<file path="config.mk">
export PLATFORM = sky130hd
export DESIGN_NAME = lab2_proc_mem_arb
export DESIGN_NICKNAME = d
export VERILOG_FILES = /design/src/rtl/lab2_proc_mem_arb_pkg.sv /design/src/rtl/lab2_proc_mem_arb_order_fifo.sv /design/src/rtl/lab2_proc_mem_arb.sv
export SDC_FILE = /design/constraint.sdc
export NUM_CORES = 1
export LEC_CHECK = 0
export BUFFER_PORTS_ARGS = -buffer_cell sky130_fd_sc_hd__buf_2
export CAP_MARGIN = 10
export CORE_AREA = 2 2 150 152
export DETAILED_ROUTE_END_ITERATION = 6
export DIE_AREA = 0 0 152 154
export GPL_ROUTABILITY_DRIVEN = 0
export PLACE_DENSITY = 0.45
export SETUP_SLACK_MARGIN = 0.05
export SLEW_MARGIN = 20
export SYNTH_ARGS = -nofsm -noshare
export SYNTH_HDL_FRONTEND = slang
export SYNTH_SLANG_ARGS = --single-unit
</file>
<file path="constraint.sdc">
create_clock -name clk -period 6.9 [get_ports clk]
set_input_delay 0.345 -clock clk [delete_from_list [all_inputs] [get_ports clk]]
set_output_delay 0.345 -clock clk [all_outputs]
set_load 0.01 [all_outputs]
</file>
<file path="src/rtl/lab2_proc_mem_arb_pkg.sv">
// Shared types and constants for the imem/dmem -> test-memory arbiter.
// Message layouts mirror the 4-byte memory request/response formats.
package lab2_proc_mem_arb_pkg;

  localparam int REQ_NBITS  = 77;
  localparam int RESP_NBITS = 47;

  localparam logic MEM_ARB_PORT_IMEM = 1'b0;
  localparam logic MEM_ARB_PORT_DMEM = 1'b1;

  typedef struct packed {
    logic [2:0]  typ;
    logic [7:0]  opaque;
    logic [31:0] addr;
    logic [1:0]  len;
    logic [31:0] data;
  } mem_req_4B_t;

  typedef struct packed {
    logic [2:0]  typ;
    logic [7:0]  opaque;
    logic [1:0]  test;
    logic [1:0]  len;
    logic [31:0] data;
  } mem_resp_4B_t;

  function automatic logic other_port(input logic port);
    return ~port;
  endfunction

endpackage

</file>
<file path="src/rtl/lab2_proc_mem_arb_order_fifo.sv">
// 1-bit-wide order FIFO recording which port owns each in-flight request.
// Power-of-2 depth, so pointers wrap by natural overflow.
module lab2_proc_mem_arb_order_fifo #(
  parameter  int DEPTH = 4,
  localparam int AW    = $clog2(DEPTH)
) (
  input  logic        clk,
  input  logic        reset,
  input  logic        push,
  input  logic        push_id,
  input  logic        pop,
  output logic        head,
  output logic        full,
  output logic        empty,
  output logic [AW:0] count
);

  logic [DEPTH-1:0] ids;
  logic [AW-1:0]    wr_ptr, rd_ptr;
  logic             do_push, do_pop;

  assign full    = (count == (AW+1)'(DEPTH));
  assign empty   = (count == '0);
  assign head    = ids[rd_ptr];
  assign do_push = push & ~full;
  assign do_pop  = pop & ~empty;

  always_ff @(posedge clk) begin
    if (!reset) begin
      wr_ptr <= '0;
      rd_ptr <= '0;
      count  <= '0;
    end else begin
      if (do_push) begin
        ids[wr_ptr] <= push_id;
        wr_ptr      <= wr_ptr + 1'b1;
      end
      if (do_pop) rd_ptr <= rd_ptr + 1'b1;
      count <= count + (AW+1)'(do_push) - (AW+1)'(do_pop);
    end
  end

endmodule

</file>
<file path="src/rtl/lab2_proc_mem_arb.sv">
// Round-robin 2:1 memory request arbiter with in-order response routing.
// Optional counters compiled in with LAB2_PROC_MEM_ARB_STATS_EN.
module lab2_proc_mem_arb
  import lab2_proc_mem_arb_pkg::*;
#(
  parameter int p_max_outstanding = 4
) (
  input  logic                                  clk,
  input  logic                                  reset,
  input  mem_req_4B_t                           in0_req_msg,
  input  logic                                  in0_req_val,
  output logic                                  in0_req_rdy,
  input  mem_req_4B_t                           in1_req_msg,
  input  logic                                  in1_req_val,
  output logic                                  in1_req_rdy,
  output mem_resp_4B_t                          in0_resp_msg,
  output logic                                  in0_resp_val,
  input  logic                                  in0_resp_rdy,
  output mem_resp_4B_t                          in1_resp_msg,
  output logic                                  in1_resp_val,
  input  logic                                  in1_resp_rdy,
  output mem_req_4B_t                           mem_req_msg,
  output logic                                  mem_req_val,
  input  logic                                  mem_req_rdy,
  input  mem_resp_4B_t                          mem_resp_msg,
  input  logic                                  mem_resp_val,
  output logic                                  mem_resp_rdy,
  output logic [$clog2(p_max_outstanding):0]    num_outstanding
`ifdef LAB2_PROC_MEM_ARB_STATS_EN
  ,
  output logic [31:0]                           stats_grant0,
  output logic [31:0]                           stats_grant1,
  output logic [31:0]                           stats_conflict
`endif
);

  logic prio, gnt, any_val, full, empty, head, req_go, resp_go;

  always_comb begin
    any_val = in0_req_val | in1_req_val;
    gnt     = (in0_req_val & in1_req_val) ? prio
            : (in1_req_val ? MEM_ARB_PORT_DMEM : MEM_ARB_PORT_IMEM);

    // Blocking on full ignores a same-cycle pop: no resp->req comb path.
    mem_req_val = reset & any_val & ~full;
    mem_req_msg = (gnt == MEM_ARB_PORT_DMEM) ? in1_req_msg : in0_req_msg;
    in0_req_rdy = mem_req_val & mem_req_rdy & (gnt == MEM_ARB_PORT_IMEM);
    in1_req_rdy = mem_req_val & mem_req_rdy & (gnt == MEM_ARB_PORT_DMEM);

    in0_resp_msg = mem_resp_msg;
    in1_resp_msg = mem_resp_msg;
    in0_resp_val = reset & mem_resp_val & ~empty & (head == MEM_ARB_PORT_IMEM);
    in1_resp_val = reset & mem_resp_val & ~empty & (head == MEM_ARB_PORT_DMEM);
    mem_resp_rdy = reset & ~empty
                 & ((head == MEM_ARB_PORT_DMEM) ? in1_resp_rdy : in0_resp_rdy);

    req_go  = mem_req_val & mem_req_rdy;
    resp_go = mem_resp_val & mem_resp_rdy;
  end

  always_ff @(posedge clk) begin
    if (!reset)      prio <= MEM_ARB_PORT_IMEM;
    else if (req_go) prio <= other_port(gnt);
  end

  lab2_proc_mem_arb_order_fifo #(.DEPTH(p_max_outstanding)) u_order_fifo (
    .clk     (clk),
    .reset   (reset),
    .push    (req_go),
    .push_id (gnt),
    .pop     (resp_go),
    .head    (head),
    .full    (full),
    .empty   (empty),
    .count   (num_outstanding)
  );

`ifdef LAB2_PROC_MEM_ARB_STATS_EN
  always_ff @(posedge clk) begin
    if (!reset) begin
      stats_grant0   <= '0;
      stats_grant1   <= '0;
      stats_conflict <= '0;
    end else begin
      if (in0_req_val & in0_req_rdy)      stats_grant0   <= stats_grant0 + 32'd1;
      if (in1_req_val & in1_req_rdy)      stats_grant1   <= stats_grant1 + 32'd1;
      if (in0_req_val & in1_req_val & ~full) stats_conflict <= stats_conflict + 32'd1;
    end
  end
`endif

endmodule

</file>
==> results of run 1 <==
worst paths after layout:
path | endpoint | startpoint | slack [ns] | cells after the start
worst max-delay path | u_order_fifo.count[2]$_SDFF_PN0_ | u_order_fifo.rd_ptr[0]$_SDFFE_PN0P_ | 4.16 | 11
worst min-delay path | u_order_fifo.rd_ptr[1]$_SDFFE_PN0P_ | reset | 0.46 | 3
worst max register to register | u_order_fifo.count[2]$_SDFF_PN0_ | u_order_fifo.rd_ptr[0]$_SDFFE_PN0P_ | 4.16 | 11
worst min register to register | u_order_fifo.rd_ptr[1]$_SDFFE_PN0P_ | u_order_fifo.rd_ptr[1]$_SDFFE_PN0P_ | 0.48 | 2
sequential cells by signal, indices dropped and copies added, names as in the netlist:
register / count
prio: 1
u_order_fifo.wr_ptr: 2
u_order_fifo.count: 3
u_order_fifo.rd_ptr: 2
u_order_fifo.ids: 4
critical path, stage by stage (launching register included):
cell and delay (ns):
dfxtp_1 0.38, mux4_2 0.57, mux2i_2 0.27, nor2_1 0.11, ha_1 0.29, inv_1 0.06
ha_1 0.13, inv_1 0.05, fa_1 0.37, xnor2_1 0.14, xnor2_1 0.13, and2_1 0.15
layer usage:
metal | global-route usage (%) | vias to the layer above | routed length [µm]
li1 | - | 1407 | -
met1 | 7.85 | 1125 | 3550
met2 | 12.9 | 170 | 4430
met3 | 2.99 | 33 | 1050
met4 | 2.36 | 0 | 247
met5 | 0 | - | 0
power by group through the flow:
stage                     registers (W)  clock network (W)  logic [W]
after CTS                     0.0000977           0.000119   0.000253
after floorplan               0.0000979                  0   0.000186
after global routing          0.0000990           0.000123   0.000279
after detailed placement      0.0000990                  0   0.000251
after global placement        0.0000980                  0   0.000251
final                         0.0000972           0.000116   0.000248
cells in the final DEF (no fill, tap or decap), types with 2 or more instances in the layout:
master	count
clkbuf_16	3
inv_1	6
buf_2	247
edfxtp_1	4
ha_1	6
buf_4	3
nor2_1	5
dfxtp_1	8
mux2i_1	3
xnor2_1	3
nand2_1	233
nor2b_1	3
inv_2	2
and2_1	9
per-stage QoR:
step | total power (W) | instance area (µm²) | hold WS, ns | util (%)
6_report | 0.000462 | 3250 | 0.462 | 15.0
5_1_grt | 0.000501 | 3250 | 0.476 | 15.0
4_1_cts | 0.000469 | 3250 | 0.454 | 15.0
3_5_place_dp | 0.000350 | 3160 | 0.474 | 14.6
3_3_place_gp | 0.000349 | 3160 | 0.471 | 14.6
2_1_floorplan | 0.000284 | 2310 | 0.445 | -
cell families (layout without fill, tap and decap cells):
family | after synthesis | in the layout | share of synthesized area, %
muxes | 5 | 5 | 2.87
adders and majority gates | 7 | 7 | 4.12
and+or+nand+nor | 251 | 251 | 42.3
DFF | 12 | 12 | 12.1
AOI/OAI and AO/OA | 7 | 7 | 2.76
xor gates and xnor gates | 3 | 3 | 1.14
buffers and inverters | 119 | 262 | 34.7
area by class of cell:
cell class / instances / area [µm²]
well taps: 280 / 350
inverters: 8 / 30.0
multi-input cells: 273 / 1240
flip-flops and latches: 12 / 280
clock buffers: 4 / 88.8
repair buffers: 250 / 1260
fillers: 2517 / 18400
==> results.sh, run 1 <==
export IMPL_status="completed"
export IMPL_drv_slew=0
export IMPL_grt_max_degree=83
export IMPL_yosysTopAreaCell="nand2_1"
export IMPL_syn_inst=404
export IMPL_h_tree_depth=1
export IMPL_synth_most_common_cell="nand2_1"
export IMPL_clk_latency_ns=0.24
export IMPL_layout_min_cycle_time_ns=2.74
export IMPL_synthDominantCellAreaShare_pct=37.9
export IMPL_dp_hpwl_mm=7.54
export IMPL_diodes=0
export IMPL_power_density_nw_per_um2=142
export IMPL_synth_edf_count=4
export IMPL_cts_root_buf="clkbuf_16"
export IMPL_cp_arrival_ns=2.87
export IMPL_clockBufferDepth=2
export IMPL_grt_pass1_vias=2764
export IMPL_slew_headroom_pct=42.6
export IMPL_die_area_um2=23400
export IMPL_skew_ns=0.00187
export IMPL_portBuffers=247
export IMPL_postSynthNetCount=620
export IMPL_syn_avg_cell_area_um2=5.72
export IMPL_path_class="reg2reg"
export IMPL_ys_flop_type="dfxtp_1"
export IMPL_worst_pin_slew_ns=0.861
export IMPL_ys_ff_latch=12
export IMPL_seqPwrFrac_pct=21.0
export IMPL_tns_ns=0
export IMPL_period_share_pct=39.8
export IMPL_max_cap_viol_count=0
export IMPL_setup_ws_ns=4.16
export IMPL_fin_cells=827
export IMPL_dr_total_vias=2735
export IMPL_synthTopCellsByArea="nand2_1 38%, buf_4 31%, dfxtp_1 6.9%"
export IMPL_post_cts_buffers=0
export IMPL_fin_nets=764
export IMPL_p_sw_share_pct=38.2
export IMPL_fmax_ghz=0.365
export IMPL_antenna_found_initial=0
export IMPL_critPathCaptureType="flop"
export IMPL_p_leak_nw=1.99
export IMPL_drive_gt1_share_pct=47.7
export IMPL_synth_common_cells="233 x nand2_1, 94 x buf_4, 15 x clkbuf_1"
export IMPL_worstPathRequired_ns=7.03
export IMPL_wirelength_mm=9.28
export IMPL_async_flop_share_pct=0
export IMPL_cts_tree="done"
export IMPL_cts_sinks=12
export IMPL_grt_pass1_wl_mm=13.9
export IMPL_ir_drop_mv=0.0739
export IMPL_place_ws_ns=4.16
export IMPL_ctsResizeCount=0
export IMPL_clkTransAtPathRegs_ns=0.04
export IMPL_cp_start_kind="flop"
export IMPL_routedWlPerCell_um=11.2
export IMPL_p_int_w=0.000285
export IMPL_clkPwrFrac_pct=25.2
export IMPL_start_util_pct=10.6
export IMPL_placementRows=54
export IMPL_p_sw_w=0.000176
export IMPL_numCtsBuffers=3
export IMPL_hold_viol=0
export IMPL_hp_class="in2reg"
export IMPL_viasPerCell=3.31
export IMPL_power_frac_comb_pct=53.8
export IMPL_firstDrtPassIters=6
export IMPL_rsz0062_at_grt="false"
export IMPL_io_pins=389
export IMPL_ant_nets=0
export IMPL_overflow=0
export IMPL_cts_hold_buf=0
export IMPL_die_width_um=152
export IMPL_ys_seq_area_share_pct=12.1
export IMPL_drc_errors=0
export IMPL_die_y_um=154
export IMPL_yosysUniqueCellTypes=24
export IMPL_critPathMaxFanout=4
export IMPL_synthesis_area_um2=2310
export IMPL_drtIter0Drc=127
export IMPL_area_growth_pct=40.6
export IMPL_coreArea_um2=21700
export IMPL_grt_usage_pct=7.26
export IMPL_dp_cells=823
export IMPL_setup_violations=0
export IMPL_yosysWarningCount=0
No activity file was read; power rests on OpenSTA's default activity.
==> inputs of run 2 (changes only) <==
- ABC_AREA: default -> 1
- CORE_AREA: 2 2 150 152 -> 2 2 152 154
- DIE_AREA: 0 0 152 154 -> 0 0 154 156
- PLACE_DENSITY: 0.45 -> 0.46
- clock period: 6.9 -> 2.48 ns (I/O delays scaled with it)
==> results.sh, run 2 <==
export IMPL_cp_start_kind="flop"
export IMPL_rsz0062_at_grt="false"
export IMPL_cp_arrival_ns=2.37
export IMPL_coreArea_um2=22400
export IMPL_top_regs="u_order_fifo.ids (4), u_order_fifo.count (3)"
export IMPL_slew_headroom_pct=65.1
export IMPL_cts_sinks=12
export IMPL_hold_viol=0
export IMPL_largest_reg_flops=4
export IMPL_diodes=0
export IMPL_post_cts_buffers=0
export IMPL_use_met3_pct=2.72
export IMPL_layout_min_cycle_time_ns=2.24
export IMPL_critPathTopFamily="adder cells"
export IMPL_ys_ff_latch=12
export IMPL_clockBufferDepth=2
export IMPL_synthDominantCellAreaShare_pct=39.4
export IMPL_drv_slew=0
export IMPL_syn_inst=434
export IMPL_firstDrtPassIters=5
export IMPL_slowest_delay_ns=0.38
export IMPL_power_density_nw_per_um2=385
export IMPL_overflow=0
export IMPL_wirelength_mm=8.81
export IMPL_synthTopCellsByArea="nand2_1 39%, buf_4 30%, dfxtp_1 6.8%"
export IMPL_drc_errors=0
export IMPL_fmax_ghz=0.446
export IMPL_met1_usage_pct=7.42
export IMPL_layout_cells_most_common="buf_2"
export IMPL_top_register="u_order_fifo.ids"
export IMPL_yosysWarningCount=0
export IMPL_cts_hold_buf=0
export IMPL_grt_pass1_wl_mm=12.7
export IMPL_dp_hpwl_mm=7.56
export IMPL_syn_avg_cell_area_um2=5.43
export IMPL_ctsResizeCount=0
export IMPL_start_util_pct=10.5
export IMPL_top_usage_layer="met2"
export IMPL_setup_ws_ns=0.239
export IMPL_h_tree_depth=1
export IMPL_critPathMaxFanout=4
export IMPL_critPathCaptureType="flop"
export IMPL_synthesis_area_um2=2350
export IMPL_grt_max_degree=52
export IMPL_setup_violations=0
export IMPL_tns_ns=0
export IMPL_place_ws_ns=0.111
export IMPL_fin_nets=795
export IMPL_synth_most_common_cell="nand2_1"
export IMPL_die_y_um=156
export IMPL_clkTransAtPathRegs_ns=0.04
export IMPL_yosysUniqueCellTypes=21
export IMPL_hp_class="in2reg"
export IMPL_routedWlPerCell_um=10.2
export IMPL_dr_total_vias=2857
export IMPL_die_width_um=154
export IMPL_final_util_pct=14.7
export IMPL_synth_edf_count=4
export IMPL_placementRows=55
export IMPL_async_flop_share_pct=0
export IMPL_max_cap_viol_count=0
export IMPL_yosysTopAreaCell="nand2_1"
export IMPL_status="completed"
export IMPL_synth_common_cells="247 x nand2_1, 94 x buf_4, 17 x inv_1"
export IMPL_grt_use_met2_pct=11.1
export IMPL_worst_pin_slew_ns=0.524
export IMPL_crit_chain="inv_2 -> nand2_1 -> nand3_1 -> nand2_2 -> nand2_1 -> nand3_2 -> inv_1 -> ha_1 -> inv_1 -> ha_1 -> inv_1 -> fa_1 -> xor2_1 -> o21ai_1 -> a21oi_1"
export IMPL_antenna_found_initial=0
export IMPL_grt_usage_pct=6.52
export IMPL_worstPathRequired_ns=2.61
export IMPL_p_leak_nw=2.08
export IMPL_die_area_um2=24000
export IMPL_period_share_pct=90.4
export IMPL_portBuffers=247
export IMPL_cts_tree="done"
export IMPL_ir_drop_mv=0.175
export IMPL_cts_root_buf="clkbuf_16"
export IMPL_cpMostUsedCell="inv_1"
export IMPL_path_class="reg2reg"
export IMPL_viasPerCell=3.31
export IMPL_skew_ns=0.00107
export IMPL_crit_buf_inv=4
export IMPL_clk_latency_ns=0.24
export IMPL_crit_slowest_cell="fa_1"
export IMPL_numCtsBuffers=3
export IMPL_area_growth_pct=39.7
export IMPL_io_pins=389
export IMPL_ant_nets=0
export IMPL_postSynthNetCount=650
export IMPL_drive_gt1_share_pct=46.5
export IMPL_final_cell_mix="247 x buf_2, 246 x nand2_1, 17 x inv_1"
export IMPL_grt_pass1_vias=2527
export IMPL_ys_flop_type="dfxtp_1"
export IMPL_drtIter0Drc=119
export IMPL_ys_seq_area_share_pct=11.9
run 2: cell types whose count changed in the layout (fill, tap and decap cells not counted), sizes merged, moves of 4 or more:
cell,previous run,this run
nand2,233,248
nand3,0,5
inv,8,23
and2,9,0
nor2,5,14
mux2i,4,0
a21oi,1,7
run 2: worst reg2reg max path, cell delays in order (launching register included):
cell	delay, ns
dfxtp_2	0.36
inv_2	0.06
nand2_1	0.05
nand3_1	0.14
nand2_2	0.13
nand2_1	0.07
nand3_2	0.09
inv_1	0.05
ha_1	0.26
inv_1	0.06
ha_1	0.12
inv_1	0.04
fa_1	0.38
xor2_1	0.16
o21ai_1	0.13
a21oi_1	0.05
run 2: path summary, 6_finish.rpt:
kind / start / end / slack (ns) / cells past startpoint
setup / recovery: u_order_fifo.rd_ptr[0]$_SDFFE_PN0P_ / u_order_fifo.count[2]$_SDFF_PN0_ / 0.24 / 15
hold / removal: reset / u_order_fifo.count[0]$_SDFF_PN0_ / 0.16 / 3
setup reg to reg: u_order_fifo.rd_ptr[0]$_SDFFE_PN0P_ / u_order_fifo.count[2]$_SDFF_PN0_ / 0.24 / 15
hold reg to reg: u_order_fifo.count[1]$_SDFF_PN0_ / u_order_fifo.count[2]$_SDFF_PN0_ / 0.48 / 1
run 2: cells by family after synthesis:
kind of cell,count (synthesis),synth area share [%]
and+or+nand+nor,268,43.3
buffers and inverters,134,36.9
DFF,12,11.9
AOI/OAI and AO/OA,11,3.13
adders and majority gates,7,4.04
xor gates and xnor gates,2,0.744
run 2: through the flow:
stage | instances | instance area [µm²] | power (W) | hold WS, ns
after floorplan | 434 | 2350 | 0.000790 | 0.217
after global placement | 859 | 3190 | 0.000969 | 0.248
after detailed placement | 859 | 3190 | 0.000966 | 0.248
after CTS | 863 | 3270 | 0.00128 | 0.157
after global routing | 863 | 3290 | 0.00138 | 0.191
final | 863 | 3290 | 0.00127 | 0.161
run 2: metal layers:
metal  up-vias  wire length (µm)
met5         -                 0
met4         0               175
met3        12               979
met2       190              4180
met1      1174              3480
li1       1481                 -
run 2: cell type report:
class                      instances  area [µm²]
clock buffer                       3        75.1
clock inverter                     1        3.75
fill                            2625       19100
inverter                          23        86.3
multi-input combinational        288        1220
sequential                        12         283
tap                              285         357
timing repair buffer             251        1270
run 2: where the power goes:
group | internal [W] | switching [W] | total (W)
registers | 0.000235 | 0.0000264 | 0.000262
clock network | 0.000213 | 0.0000887 | 0.000301
logic | 0.000303 | 0.000401 | 0.000705
==> inputs of run 3 (changes only) <==
- BUFFER_PORTS_ARGS: -buffer_cell sky130_fd_sc_hd__buf_2 -> default
- CORE_AREA: 2 2 152 154 -> 2 2 153 155
- DIE_AREA: 0 0 154 156 -> 0 0 155 157
- DONT_BUFFER_PORTS: default -> 1
- PLACE_DENSITY: 0.46 -> 0.3
==> results.sh, run 3 (synthesized netlist as in run 2, its figures left out) <==
export IMPL_status="completed"
export IMPL_crit_buf_inv=4
export IMPL_grt_pass1_wl_mm=10.1
export IMPL_dp_cells=615
export IMPL_placementRows=55
export IMPL_wl_met1_mm=2.85
export IMPL_clockBufferDepth=2
export IMPL_rsz0062_at_grt="false"
export IMPL_drv_slew=0
export IMPL_drtIter0Drc=112
export IMPL_firstDrtPassIters=4
export IMPL_power_density_nw_per_um2=501
export IMPL_p_leak_nw=1.11
export IMPL_post_cts_buffers=0
export IMPL_crit_chain="inv_2 -> nand2_1 -> nand3_2 -> nand2_2 -> nand2_1 -> nand3_1 -> inv_1 -> ha_1 -> inv_1 -> ha_1 -> inv_1 -> fa_1 -> xor2_2 -> o21ai_1 -> a21oi_1"
export IMPL_layout_min_cycle_time_ns=2.18
export IMPL_setup_violations=0
export IMPL_largest_reg_flops=4
export IMPL_overflow=0
export IMPL_cp_start_kind="flop"
export IMPL_antenna_found_initial=0
export IMPL_grt_usage_pct=5.49
export IMPL_wl_met3_mm=1.21
export IMPL_ant_nets=0
export IMPL_final_cell_mix="246 x nand2_1, 17 x inv_1, 13 x nor2_1"
export IMPL_fmax_ghz=0.458
export IMPL_die_y_um=157
export IMPL_numCtsBuffers=3
export IMPL_hp_class="in2reg"
export IMPL_crit_start="u_order_fifo.rd_ptr[0]$_SDFFE_PN0P_"
export IMPL_worst_pin_slew_ns=0.434
export IMPL_top_layer="met4"
export IMPL_cpMostUsedCell="inv_1"
export IMPL_hold_viol=0
export IMPL_die_area_um2=24300
export IMPL_wl_met2_mm=3.53
export IMPL_io_pins=389
export IMPL_slowest_delay_ns=0.39
export IMPL_diodes=0
export IMPL_clkTransAtPathRegs_ns=0.04
export IMPL_layout_cells_most_common="nand2_1"
export IMPL_top_regs="u_order_fifo.ids (4), u_order_fifo.count (3)"
export IMPL_h_tree_depth=1
export IMPL_skew_ns=0.000912
export IMPL_crit_slowest_cell="fa_1"
export IMPL_cts_sinks=12
export IMPL_area_growth_pct=-11.1
export IMPL_top_register="u_order_fifo.ids"
export IMPL_cts_tree="done"
export IMPL_start_util_pct=10.5
export IMPL_min_from="reset"
export IMPL_grt_max_degree=44
export IMPL_dp_hpwl_mm=6.72
export IMPL_max_cap_viol_count=0
export IMPL_fin_cells=620
export IMPL_tns_ns=0
export IMPL_final_util_pct=9.31
export IMPL_fin_nets=552
export IMPL_ir_drop_mv=0.186
export IMPL_portBuffers=0
export IMPL_worstPathRequired_ns=2.61
export IMPL_period_share_pct=88.1
export IMPL_routedWlPerCell_um=12.8
export IMPL_critPathTopFamily="adder cells"
export IMPL_cts_root_buf="clkbuf_16"
export IMPL_cp_arrival_ns=2.31
export IMPL_path_class="reg2reg"
export IMPL_slew_headroom_pct=71.1
export IMPL_wirelength_mm=7.93
export IMPL_place_ws_ns=0.169
export IMPL_clk_latency_ns=0.24
export IMPL_die_width_um=155
export IMPL_grt_pass1_vias=1748
export IMPL_viasPerCell=3.40
export IMPL_critPathCaptureType="flop"
export IMPL_drc_errors=0
export IMPL_hold_slack_ns=0.00952
export IMPL_fillCellCount=2654
export IMPL_critPathMaxFanout=4
export IMPL_coreArea_um2=22500
export IMPL_dr_total_vias=2109
export IMPL_drive_gt1_share_pct=7.76
export IMPL_timing_rr_start="u_order_fifo.rd_ptr[0]$_SDFFE_PN0P_"
export IMPL_setup_ws_ns=0.296
## run 3: changes by cell type in the layout (fill, tap and decap cells not counted), sizes merged
cell and change:
buf -244, dlygate4sd3 +1
## run 3: area by class of cell
type	count	area, µm²	share of cell area, %
Clock buffer	3	75.1	3.58
Clock inverter	1	3.75	0.179
Inverter	23	86.3	4.12
Multi-Input combinational cell	288	1230	58.6
Sequential cell	12	283	13.5
Tap cell	285	357	17.0
Timing Repair Buffer	8	62.6	2.99
## run 3: metal layers
layer,global-route usage [%],vias up
met2,8.36,216
met5,0,-
li1,-,998
met1,6.04,874
met4,2.82,0
met3,3.25,21
## run 3: stage by stage
| stage | area (µm²) | power, W |
|---|---|---|
| after floorplan | 2350 | 0.000790 |
| after global placement | 1980 | 0.000752 |
| after detailed placement | 1980 | 0.000743 |
| after CTS | 2070 | 0.00105 |
| after global routing | 2090 | 0.00114 |
| final | 2090 | 0.00105 |
## run 3: path summary, 6_finish.rpt
kind                                                             to  cells past startpoint  slack [ns]
worst max-delay path               u_order_fifo.count[2]$_SDFF_PN0_                     15        0.30
worst min-delay path            u_order_fifo.rd_ptr[0]$_SDFFE_PN0P_                      2        0.01
worst max register to register     u_order_fifo.count[2]$_SDFF_PN0_                     15        0.30
worst min register to register                    prio$_SDFFE_PN0N_                      2        0.49
## run 3: worst reg2reg max path: stages (launching register included)
cell and delay [ns]:
dfxtp_2 0.35, inv_2 0.06, nand2_1 0.07, nand3_2 0.10, nand2_2 0.10, nand2_1 0.05
nand3_1 0.08, inv_1 0.05, ha_1 0.26, inv_1 0.05, ha_1 0.13, inv_1 0.05
fa_1 0.39, xor2_2 0.17, o21ai_1 0.12, a21oi_1 0.05
## run 3: what timing repair did
| item | 4_1_cts | 5_1_grt |
|---|---|---|
| hold buffers | 1 | 0 |
| gates resized for setup | 0 | 8 |
| hold endpoints to repair | 1 | 0 |
| setup endpoints to repair | 0 | 1 |
## run 3: where the power goes
| part | switching, W | leakage [nW] | total, W | internal, W |
|---|---|---|---|---|
| Sequential | 0.0000200 | 0.103 | 0.000255 | 0.000235 |
| Clock | 0.0000853 | 0.0385 | 0.000298 | 0.000212 |
| Combinational | 0.000352 | 0.967 | 0.000497 | 0.000145 |
| Total | 0.000457 | 1.11 | 0.00105 | 0.000593 |
